### src/rtl/cpu_pkg.sv
// Shared CPU definitions: opcode field values, the halt encoding and the
// fetch FSM state type. No ports.
package cpu_pkg;

  localparam logic [2:0] XOR_OP  = 3'd0;
  localparam logic [2:0] BEQ_OP  = 3'd1;
  localparam logic [2:0] ADDI_OP = 3'd2;
  localparam logic [2:0] ANDI_OP = 3'd3;
  localparam logic [2:0] LS_OP   = 3'd4;
  localparam logic [2:0] LD_OP   = 3'd5;
  localparam logic [2:0] ST_OP   = 3'd6;
  localparam logic [2:0] J_OP    = 3'd7;

  // Halt: jump opcode with every operand bit zero.
  localparam logic [8:0] HALT_INSTR = {J_OP, 6'b000000};

  typedef enum logic [1:0] {
    IDLE = 2'd0,
    REQ  = 2'd1,
    OUT  = 2'd2,
    HALT = 2'd3
  } fetch_state_e;

endpackage

### src/rtl/fetch_unit_if.sv
// Fetch-stage bus: instruction-memory req/ack link plus the valid/ready
// channel to decode.
//   master : fetch unit (drives imem_req/imem_addr and out_*, takes ack/rdata/out_ready)
//   slave  : memory + decode side (mirror directions)
interface fetch_unit_if #(
  parameter int unsigned PC_W    = 10,
  parameter int unsigned INSTR_W = 9,
  parameter int unsigned OPC_W   = 3
);
  logic               imem_req;
  logic [PC_W-1:0]    imem_addr;
  logic               imem_ack;
  logic [INSTR_W-1:0] imem_rdata;
  logic               out_valid;
  logic               out_ready;
  logic [INSTR_W-1:0] out_instr;
  logic [PC_W-1:0]    out_pc;
  logic [OPC_W-1:0]   out_opcode;

  modport master (
    output imem_req, imem_addr, out_valid, out_instr, out_pc, out_opcode,
    input  imem_ack, imem_rdata, out_ready
  );

  modport slave (
    input  imem_req, imem_addr, out_valid, out_instr, out_pc, out_opcode,
    output imem_ack, imem_rdata, out_ready
  );
endinterface

### src/rtl/fetch_unit_pc_reg.sv
// pc_reg: program counter with parallel load and modulo-2**PC_W increment.
//   clk, reset     : clock, asynchronous active-high reset (to START_PC)
//   load_i         : load load_val_i (start / redirect); wins over inc_i
//   load_val_i     : value to load
//   inc_i          : advance to the next word
//   pc_o           : current PC
module pc_reg #(
  parameter int unsigned PC_W     = 10,
  parameter int unsigned START_PC = 0
) (
  input  logic            clk,
  input  logic            reset,
  input  logic            load_i,
  input  logic [PC_W-1:0] load_val_i,
  input  logic            inc_i,
  output logic [PC_W-1:0] pc_o
);
  logic [PC_W-1:0] pc_q;
  logic [PC_W-1:0] pc_d;

  always_comb begin
    pc_d = pc_q;
    if (load_i)     pc_d = load_val_i;
    else if (inc_i) pc_d = pc_q + PC_W'(1);  // wraps at 2**PC_W
  end

  always_ff @(posedge clk or posedge reset) begin
    if (reset) pc_q <= PC_W'(START_PC);
    else       pc_q <= pc_d;
  end

  assign pc_o = pc_q;
endmodule

### src/rtl/fetch_unit.sv
// fetch_unit: instruction fetch stage. Owns the PC, fetches words over the
// variable-latency imem req/ack link and hands one instruction per
// valid/ready handshake to decode. Redirects on execute's taken branch/jump
// and stops after delivering the halt word.
//   clk, reset         : clock, asynchronous active-high reset
//   start              : 1-cycle pulse, begin fetching at START_PC (IDLE/HALT only)
//   bus (master)       : imem_req/addr/ack/rdata, out_valid/ready/instr/pc/opcode
//   redirect(_pc)      : taken branch/jump target from execute
//   done               : halt reached, sticky until start or reset
//   cycle_cnt          : only with FETCH_CYCLE_CNT_EN, saturating REQ/OUT cycle count
module fetch_unit
  import cpu_pkg::*;
#(
  parameter int unsigned PC_W     = 10,
  parameter int unsigned INSTR_W  = 9,
  parameter int unsigned OPC_W    = 3,
  parameter int unsigned START_PC = 0
) (
  input  logic            clk,
  input  logic            reset,
  input  logic            start,
  fetch_unit_if.master    bus,
  input  logic            redirect,
  input  logic [PC_W-1:0] redirect_pc,
  output logic            done
`ifdef FETCH_CYCLE_CNT_EN
  ,
  output logic [31:0]     cycle_cnt
`endif
);
  localparam logic [INSTR_W-1:0] HALT_WORD = {{OPC_W{1'b1}}, {(INSTR_W-OPC_W){1'b0}}};

  fetch_state_e       state_q;
  logic               req_q;
  logic               drop_q;
  logic               out_valid_q;
  logic               done_q;
  logic [INSTR_W-1:0] out_instr_q;
  logic [PC_W-1:0]    out_pc_q;

  logic               busy;
  logic               take_ack;
  logic               out_fire;
  logic               is_halt;
  logic               pc_load;
  logic [PC_W-1:0]    pc_load_val;
  logic [PC_W-1:0]    pc;

  always_comb begin
    busy        = (state_q == REQ) || (state_q == OUT);
    take_ack    = (state_q == REQ) && !redirect && !drop_q && bus.imem_ack;
    out_fire    = out_valid_q && bus.out_ready;
    is_halt     = (out_instr_q == HALT_WORD);
    pc_load     = (!busy && start) || (busy && redirect);
    pc_load_val = busy ? redirect_pc : PC_W'(START_PC);
  end

  pc_reg #(
    .PC_W     (PC_W),
    .START_PC (START_PC)
  ) u_pc_reg (
    .clk        (clk),
    .reset      (reset),
    .load_i     (pc_load),
    .load_val_i (pc_load_val),
    .inc_i      (take_ack),
    .pc_o       (pc)
  );

  // drop_q marks the one-cycle gap after a redirect: imem_req is low and any
  // ack seen then belongs to the abandoned request. An ack coinciding with the
  // redirect itself is already excluded by take_ack.
  always_ff @(posedge clk or posedge reset) begin
    if (reset) begin
      state_q     <= IDLE;
      req_q       <= 1'b0;
      drop_q      <= 1'b0;
      out_valid_q <= 1'b0;
      out_instr_q <= '0;
      out_pc_q    <= '0;
      done_q      <= 1'b0;
    end else begin
      case (state_q)
        IDLE, HALT: begin
          if (start) begin
            state_q <= REQ;
            req_q   <= 1'b1;
            drop_q  <= 1'b0;
            done_q  <= 1'b0;
          end
        end
        REQ: begin
          if (redirect) begin
            req_q  <= 1'b0;
            drop_q <= 1'b1;
          end else if (drop_q) begin
            req_q  <= 1'b1;
            drop_q <= 1'b0;
          end else if (take_ack) begin
            req_q       <= 1'b0;
            out_valid_q <= 1'b1;
            out_instr_q <= bus.imem_rdata;
            out_pc_q    <= pc;
            state_q     <= OUT;
          end
        end
        OUT: begin
          // A handshake in the same cycle as a redirect simply retires the
          // word; the redirect then restarts fetching at the target.
          if (redirect) begin
            out_valid_q <= 1'b0;
            req_q       <= 1'b0;
            drop_q      <= 1'b1;
            state_q     <= REQ;
          end else if (out_fire) begin
            out_valid_q <= 1'b0;
            if (is_halt) begin
              state_q <= HALT;
              done_q  <= 1'b1;
            end else begin
              state_q <= REQ;
              req_q   <= 1'b1;
            end
          end
        end
        default: state_q <= IDLE;
      endcase
    end
  end

  assign bus.imem_req   = req_q;
  assign bus.imem_addr  = pc;
  assign bus.out_valid  = out_valid_q;
  assign bus.out_instr  = out_instr_q;
  assign bus.out_pc     = out_pc_q;
  assign bus.out_opcode = out_instr_q[INSTR_W-1 -: OPC_W];
  assign done           = done_q;

`ifdef FETCH_CYCLE_CNT_EN
  logic [31:0] cycle_cnt_q;

  always_ff @(posedge clk or posedge reset) begin
    if (reset) begin
      cycle_cnt_q <= '0;
    end else if (!busy && start) begin
      cycle_cnt_q <= '0;
    end else if (busy && (cycle_cnt_q != '1)) begin
      cycle_cnt_q <= cycle_cnt_q + 32'd1;
    end
  end

  assign cycle_cnt = cycle_cnt_q;
`endif
endmodule

### src/flat_wrapper.sv
// flat-port wrapper written by rule: the top's interface ports become plain ports
module fetch_unit_flat import cpu_pkg::*;
#(
  parameter int unsigned PC_W     = 10,
  parameter int unsigned INSTR_W  = 9,
  parameter int unsigned OPC_W    = 3,
  parameter int unsigned START_PC = 0
)
  (clk, reset, start, redirect, redirect_pc, done, bus_imem_req, bus_imem_addr, bus_out_valid, bus_out_instr, bus_out_pc, bus_out_opcode, bus_imem_ack, bus_imem_rdata, bus_out_ready);
  fetch_unit_if #(.PC_W(PC_W), .INSTR_W(INSTR_W), .OPC_W(OPC_W)) bus_i ();
  input  logic clk;
  input  logic reset;
  input  logic start;
  input  logic redirect;
  input  logic [PC_W-1:0] redirect_pc;
  output logic done;
  output wire logic [$bits(bus_i.imem_req)-1:0] bus_imem_req;
  output wire logic [$bits(bus_i.imem_addr)-1:0] bus_imem_addr;
  output wire logic [$bits(bus_i.out_valid)-1:0] bus_out_valid;
  output wire logic [$bits(bus_i.out_instr)-1:0] bus_out_instr;
  output wire logic [$bits(bus_i.out_pc)-1:0] bus_out_pc;
  output wire logic [$bits(bus_i.out_opcode)-1:0] bus_out_opcode;
  input wire logic [$bits(bus_i.imem_ack)-1:0] bus_imem_ack;
  input wire logic [$bits(bus_i.imem_rdata)-1:0] bus_imem_rdata;
  input wire logic [$bits(bus_i.out_ready)-1:0] bus_out_ready;
  assign bus_imem_req = bus_i.imem_req;
  assign bus_imem_addr = bus_i.imem_addr;
  assign bus_out_valid = bus_i.out_valid;
  assign bus_out_instr = bus_i.out_instr;
  assign bus_out_pc = bus_i.out_pc;
  assign bus_out_opcode = bus_i.out_opcode;
  assign bus_i.imem_ack = bus_imem_ack;
  assign bus_i.imem_rdata = bus_imem_rdata;
  assign bus_i.out_ready = bus_out_ready;
  fetch_unit #(.PC_W(PC_W), .INSTR_W(INSTR_W), .OPC_W(OPC_W), .START_PC(START_PC)) u_core (.clk(clk), .reset(reset), .start(start), .bus(bus_i), .redirect(redirect), .redirect_pc(redirect_pc), .done(done));
endmodule
### config.mk
export PLATFORM = sky130hd
export DESIGN_NAME = fetch_unit_flat
export DESIGN_NICKNAME = d
export VERILOG_FILES = /design/src/rtl/cpu_pkg.sv /design/src/rtl/fetch_unit_if.sv /design/src/rtl/fetch_unit_pc_reg.sv /design/src/rtl/fetch_unit.sv /design/src/flat_wrapper.sv
export SDC_FILE = /design/constraint.sdc
export NUM_CORES = 1
export LEC_CHECK = 0
export CORE_UTILIZATION = 40
export CTS_BUF_LIST = sky130_fd_sc_hd__clkbuf_4
export DETAILED_ROUTE_END_ITERATION = 7
export GPL_ROUTABILITY_DRIVEN = 0
export GPL_TIMING_DRIVEN = 0
export PLACE_DENSITY = 0.71
export SLEW_MARGIN = 5
export SYNTH_ARGS = -nofsm -noshare
export SYNTH_HDL_FRONTEND = slang
export SYNTH_SLANG_ARGS = --single-unit
### constraint.sdc
create_clock -name clk -period 4.7 [get_ports clk]
set_clock_uncertainty 0.15 [all_clocks]
set_input_delay 0.47 -clock clk [delete_from_list [all_inputs] [get_ports clk]]
set_output_delay 0.47 -clock clk [all_outputs]
set_load 0.02 [all_outputs]
; ---- After elaboration in Yosys (flattened, before gate mapping)
; Index checks and enable logic that the tools add are counted.
; Widths: inputs -> output; s select.
[totals]
out_inout_bits = 35
ff_bits = 35
inputBits = 25
[classes]
muxes = 33
n_addsub = 1
bitwise_logic = 2
n_eq_ne = 15
n_reduce_logical = 22
[op_table]
columns = cell, count
row1 = $mux 10, 3
row2 = $mux 1, 18
row3 = $reduce_and 5->1, 3
row4 = $mux 2, 7
row5 = $add 10x1->10 const B, 1
row6 = $ne 2x2->1 const B, 5
row7 = $eq 9x9->1 const B, 1
row8 = $reduce_and 4->1, 2
row9 = $logic_and 1x1->1, 6
row10 = $ne 2x1->1 const B, 3
row11 = $pmux 1 s3, 2
row12 = $pmux 2 s3, 1
row13 = $reduce_bool 2->1, 3
row14 = $eq 2x2->1 const B, 2
row15 = $ne 4x2->1 const B, 1
row16 = $pmux 1 s2, 2
row17 = $logic_not 1->1, 3
row18 = $ne 3x2->1 const B, 1
row19 = $ne 3x3->1 const B, 1
row20 = $eq 2x1->1 const B, 1
row21 = $logic_not 2->1, 1
row22 = $logic_or 1x1->1, 2
row23 = $not 1->1, 2
row24 = $reduce_and 2->1, 1
row25 = $reduce_or 2->1, 1

; ---- Logic depth before layout (Yosys ltp)
; Gate-level depths: netlist (run 1).
[logic_depth]
ltp_word = 8
depth_mapped = 8
depth_no_buf = 6

; ---- Hierarchy
; A second synthesis (run 1) with hierarchy kept.
[unflattened]
hier_cells = 159
area_unflattened_um2 = 1770.4
[modules_own_cells]
columns = module, seq_area_each_um2, n_inst, cells_each, area_each_um2
row1 = fetch_unit, 625.6, 1, 101, 1222.4
row2 = pc_reg, 250.2, 1, 58, 548.0

; ---- Least setup slack after synthesis (run 1)
; OpenSTA, ideal clock, no wires.
[synth_timing]
path_kind = reg-to-reg
start = reg u_core.state_q[0]
end = reg u_core.req_q (netlist: u_core.bus.imem_req)
path_stages_with_launch = 7
slack_ns = 2.799
path_buffers = 0
t_arrival_ns = 1.626
cell_sequence = dfrtp_1 -> inv_1 -> ha_1 -> nor2b_1 -> a31o_1 -> nor3b_2 -> mux2_4
[synth_between]
elab_chain_cells = 6
word_cells_on_any_way = 14
[synth_rtl]
columns = element, line_no
row1 = "start, declared", fetch_unit.sv:33  ; fetch_state_e state_q;
row2 = "start signal, assigned", fetch_unit.sv:75  ; state_q <= IDLE;
row3 = "start signal, assigned", fetch_unit.sv:86  ; state_q <= REQ;
row4 = "start signal, assigned", fetch_unit.sv:104  ; state_q <= OUT;
row5 = $eq 2x1->1, "fetch_unit.sv:51, fetch_unit.sv:83"
row6 = $logic_and 1x1->1 (3 in series), fetch_unit.sv:51  ; take_ack = (state_q == REQ) && !redirect && !drop_q && bus.imem_ack;
row7 = $ne 4x2->1 (no line), --
row8 = $reduce_and 4->1 (no line), --
row9 = "end signal, assigned", fetch_unit.sv:76  ; req_q <= 1'b0;
row10 = "end signal, assigned", fetch_unit.sv:87  ; req_q <= 1'b1;
row11 = "end signal, assigned", fetch_unit.sv:94  ; req_q <= 1'b0;
row12 = "end, declared", fetch_unit.sv:34  ; logic req_q;
; Parallel ways exist; a longest one is shown, timed or not.
; A chain may end at the register's enable or synchronous reset.

; ---- Worst setup path after layout (run 1)
[layout_timing]
start = reg u_core.u_pc_reg.pc_q[0] (netlist: u_core.u_pc_reg.pc_o[0])
end = out bus_imem_addr[0]
[layout_lines]
columns = element, line_no
row1 = "start, declared", fetch_unit_pc_reg.sv:18  ; logic [PC_W-1:0] pc_q;
row2 = "start signal, assigned", fetch_unit_pc_reg.sv:28  ; if (reset) pc_q <= PC_W'(START_PC);
row3 = "start signal, assigned", fetch_unit_pc_reg.sv:29  ; else pc_q <= pc_d;
row4 = "end, declared", flat_wrapper.sv:18  ; output wire logic [$bits(bus_i.imem_addr)-1:0] bus_imem_addr;
; No word-level cell between the ends.

==> results of run 1 <==
[metal layers]
metal / GRT usage, % / vias to the layer above / part of all wire (%)
met5: 0 / - / 0
met4: 6.803 / 0 / 1.5
met3: 4.360 / 7 / 4.0
met2: 29.02 / 40 / 45
met1: 29.04 / 761 / 49
li1: - / 815 / -
[report_power, final]
part | leakage, nW | total (mW) | internal [mW] | switching (mW)
sequential | 0.448 | 0.549 | 0.420 | 0.129
clock | 0.0307 | 0.159 | 0.0612 | 0.0983
combinational | 0.682 | 0.815 | 0.406 | 0.408
total | 1.16 | 1.52 | 0.888 | 0.636
[metrics by stage]
step	instance area, µm²	instances	worst slack [ns]
after floorplan	1821	198	2.799
after global placement	2466	308	2.482
after detailed placement	2466	308	2.548
after CTS	2519	316	2.544
after global routing	2519	316	2.485
final	2519	316	2.543
[layout make-up]
type / instances / area (µm²)
inverter: 5 / 18.77
timing repair buffer: 58 / 580.6
tap: 52 / 65.06
buffer: 13 / 95.09
multi-input combinational: 145 / 830.8
clock buffer: 6 / 45.04
fill: 392 / 1836
clock inverter: 2 / 7.507
sequential: 35 / 875.8
[sequential cells by signal, indices dropped and copies added (netlist names)]
register	count
u_core.state_q	2
u_core.bus.out_valid	1
u_core.done	1
u_core.bus.out_pc	10
u_core.drop_q	1
u_core.bus.out_instr	9
u_core.bus.imem_req	1
u_core.u_pc_reg.pc_o	10
[synthesized netlist by cell type, types with 4 or more instances]
cell type / number
sky130_fd_sc_hd__dfrtp_1: 35
sky130_fd_sc_hd__o21ai_1: 5
sky130_fd_sc_hd__inv_1: 5
sky130_fd_sc_hd__nor2_1: 6
sky130_fd_sc_hd__nand4_1: 4
sky130_fd_sc_hd__nand2_1: 68
sky130_fd_sc_hd__a21oi_1: 7
sky130_fd_sc_hd__buf_4: 7
sky130_fd_sc_hd__buf_2: 4
[worst min-delay path by stage]
stage,endpoint,depth (start not counted)
after floorplan,u_core.state_q[1],2
after global placement,u_core.bus.out_pc[1],2
after detailed placement,u_core.bus.out_pc[1],2
after CTS,u_core.bus.out_valid,3
after global routing,u_core.bus.out_valid,3
final,u_core.bus.out_valid,3
[kinds of logic (layout without fill, tap and decap cells)]
logic type               Yosys count  in the layout  share of synthesized area, %
buffers and inverters             18             84                         6.254
AND/OR/NAND/NOR                  101            101                         26.67
adder cells (fa/ha/maj)            3              3                         2.062
multiplexers                       2              2                         1.374
XOR/XNOR                           2              2                        0.9624
flip-flops                        35             35                         48.11
AO/OA/AOI/OAI                     37             37                         14.57
==> results.txt, run 1 <==
- Run status: complete, no violations
- Sum Neg Setup Slack: 0 ns
* CTS sink count: 35
- Die Width: 69.46 µm
- Leakage power: 1.160 nW
* Cell-by-cell trace of the critical path: clkdlybuf4s50_1
- Fraction of layout instances using a drive strength above 1: 10.23%
- In this run, the number of DRC markers left after iteration 0 of detailed routing was 93.
* Count of endpoints failing setup in the final report: 0
- Worst R2R Setup Slack: 2.63 ns
- The initial utilization of the core area, before any placement, comes to 41.81%.
- Final Util: 57.84%
- Latest clock arrival within the worst-skew pair: 0.34 ns
* Number of global-route vias before repair: 1,541
* Pwr dens: 604.9 nW/µm²
- Mapped cell area: 1820 µm²
- For this run, design rule violations remaining after detail routing come to 0.
* Leading post-synthesis cells by cell area: sky130_fd_sc_hd__dfrtp_1, sky130_fd_sc_hd__nand2_1, sky130_fd_sc_hd__buf_4, sky130_fd_sc_hd__ha_1, sky130_fd_sc_hd__a21oi_1
- Across the run, the number of max-cap violations was 0.
- Sort of element at the end of the critical path: primary output
- Minimum hold slack: 0.3029 ns
- Area overhead of the layout relative to synthesis: 38.35%
- The number of antenna violations at the first check in global routing was 0.
* CP Class: reg -> out
- Yosys mapped a number of flops with a built-in enable equal to 0.
- The die covers 4825 µm².
- Hold bufs inserted after CTS: 0
* Total number of vias: 1,623
- In this run the worst path has a maximum fanout of 8.
* Yosys cell types: 45
* Unrepaired setup endpoints after global routing: no
* Grt ovf: 0
- The count of nets left with antenna violations once routing finished came out at 0.
- Highest clock rate: 0.4635 GHz
* Number of detailed-route iterations in the first pass: 4
- 0 antenna diodes ended up in the layout.
- Global routing used 19.86% of the available tracks across all layers.
- Buffers added to address setup during post-CTS repair amount to 0.
- The critical path starts at u_core.u_pc_reg.pc_o[0].
- The final count of pins violating max slew is 0.
* Timing endpoint of the critical path: bus_imem_addr[0]
- Dominant synthesized flop cell: sky130_fd_sc_hd__dfrtp_1
* Height of the chip: 69.46 µm
- The library cells used most frequently in the layout, excluding fill and tap cells, are sky130_fd_sc_hd__nand2_1, sky130_fd_sc_hd__clkdlybuf4s50_1, sky130_fd_sc_hd__dfrtp_1, sky130_fd_sc_hd__buf_4, sky130_fd_sc_hd__a21oi_1.
- Area of the core: 4354 µm²
- After floorplanning, the core was divided into 24 placement rows.
* Final count of hold timing violations: 0
* Endpoint required time on the critical path: 4.08 ns
* Maximum number of pins on one net before global-route repair: 36
- The top cell type by area accounts for 48.11% of the synthesized area.
- Data on the critical path arrives at its endpoint at 1.54 ns.
* Commonest non-fill, non-tap cell in the layout: sky130_fd_sc_hd__nand2_1
- Count of buffers from port buffering: 58
* Maximum ir drop on the vdd rail: 0.1937 mV
* Final #Nets: 291
* Number of standard cells after synthesis: 198
- The worst hold path begins at redirect.
- Element type at the critical path start: flop
- Dividing the detail-routed wire length by the instance count gives 13.91 µm.
- For the finished layout, the period the worst path requires is 2.157 ns.
- Number of storage elements in the synthesis netlist: 35
* Class of the tightest hold or removal check: in -> reg
- The tree is rooted in a sky130_fd_sc_hd__clkbuf_4.
- Total power for the finished layout comes to 1.524 mW.
- CTS tree: done
* Startpoint of the worst-slack reg-to-reg timing path: u_core.state_q[0]
- Number of buffer and inverter stages on the critical path: 1
* Dpl hpwl: 3153 µm
- The clock passes through at most 2 buffers.
* Post-synth net total: 226
- After detailed routing, the total wire length is 4397 µm.
* Critical-path top delay cell: sky130_fd_sc_hd__clkdlybuf4s50_1
- The clock tree synthesis step divided the H-tree into 2 levels.
- Clock-pin slew was measured on the worst setup and hold paths at 0.11 ns.
* Total stage count of the critical path: 1
- The worst register-to-register path ends at u_core.bus.imem_req.
- Dividing the detail-routed via count by the number of cells gives 5.136.
- Summing the sequential cell areas from Yosys gives 48.11% of the chip area.
- The first global-routing pass estimated 7603 µm of wire.
- In this design, the largest share of critical-path delay is due to buffers and inverters.
* Relative slew slack: 51.03%
* Top-Level Pins: 60
- The worst path uses 45.90% of the clock period.
- The number of cells on the worst reg-to-reg path is 6.
* Number of gates resized after cts: 0
- Inserted Clock Buffers: 5
- Counting flops with an async set or reset pin after synthesis yields a share of 100.0%.
* Number of warning messages in the yosys log: 0
* Max incr delay on CP: 0.67 ns
- The synthesized design spends more area on one cell type than any other, namely sky130_fd_sc_hd__dfrtp_1.
* Synthesized area per cell: 9.194 µm²
- Slew of the pin with the lowest slew margin: 0.7335 ns
Note: power is estimated with default switching activity, not from simulation.
==> run 2: changes to the inputs <==
==> constraint.sdc (replaced) <==
create_clock -name clk -period 2.25 [get_ports clk]
set_clock_uncertainty 0.15 [all_clocks]
set_input_delay 0.225 -clock clk [delete_from_list [all_inputs] [get_ports clk]]
set_output_delay 0.225 -clock clk [all_outputs]
set_load 0.02 [all_outputs]
==> results of run 2 <==
Same layout as run 1 (identical final DEF). Status: complete, no violations.
Among the figures that moved: setup slack after placement 2.548 ns -> 0.1896 ns; clock-pin slew on the worst setup and hold paths 0.11 ns -> 0.10 ns; setup slack after layout 2.543 ns -> 0.1775 ns; hold slack 0.3029 ns -> 0.05794 ns; start point of the critical path u_core.u_pc_reg.pc_o[0] -> u_core.state_q[0]; end point of the critical path bus_imem_addr[0] -> u_core.bus.imem_req; register-to-register setup slack 2.63 ns -> 0.18 ns; total power 1.524 mW -> 3.183 mW; worst IR drop on VDD 0.1937 mV -> 0.4046 mV
==> run 3: changes to the inputs <==
--- a/config.mk
+++ b/config.mk
@@ -5,6 +5,7 @@
 export SDC_FILE = /design/constraint.sdc
 export NUM_CORES = 1
 export LEC_CHECK = 0
+export CAP_MARGIN = 20
 export CORE_UTILIZATION = 40
 export CTS_BUF_LIST = sky130_fd_sc_hd__clkbuf_4
 export DETAILED_ROUTE_END_ITERATION = 7
==> results of run 3 <==
Same layout as run 1 (identical final DEF). Status: complete, no violations.
Among the figures that moved: setup slack after placement 2.548 ns -> 0.1896 ns; clock-pin slew on the worst setup and hold paths 0.11 ns -> 0.10 ns; setup slack after layout 2.543 ns -> 0.1775 ns; hold slack 0.3029 ns -> 0.05794 ns; start point of the critical path u_core.u_pc_reg.pc_o[0] -> u_core.state_q[0]; end point of the critical path bus_imem_addr[0] -> u_core.bus.imem_req; register-to-register setup slack 2.63 ns -> 0.18 ns; total power 1.524 mW -> 3.183 mW; worst IR drop on VDD 0.1937 mV -> 0.4046 mV
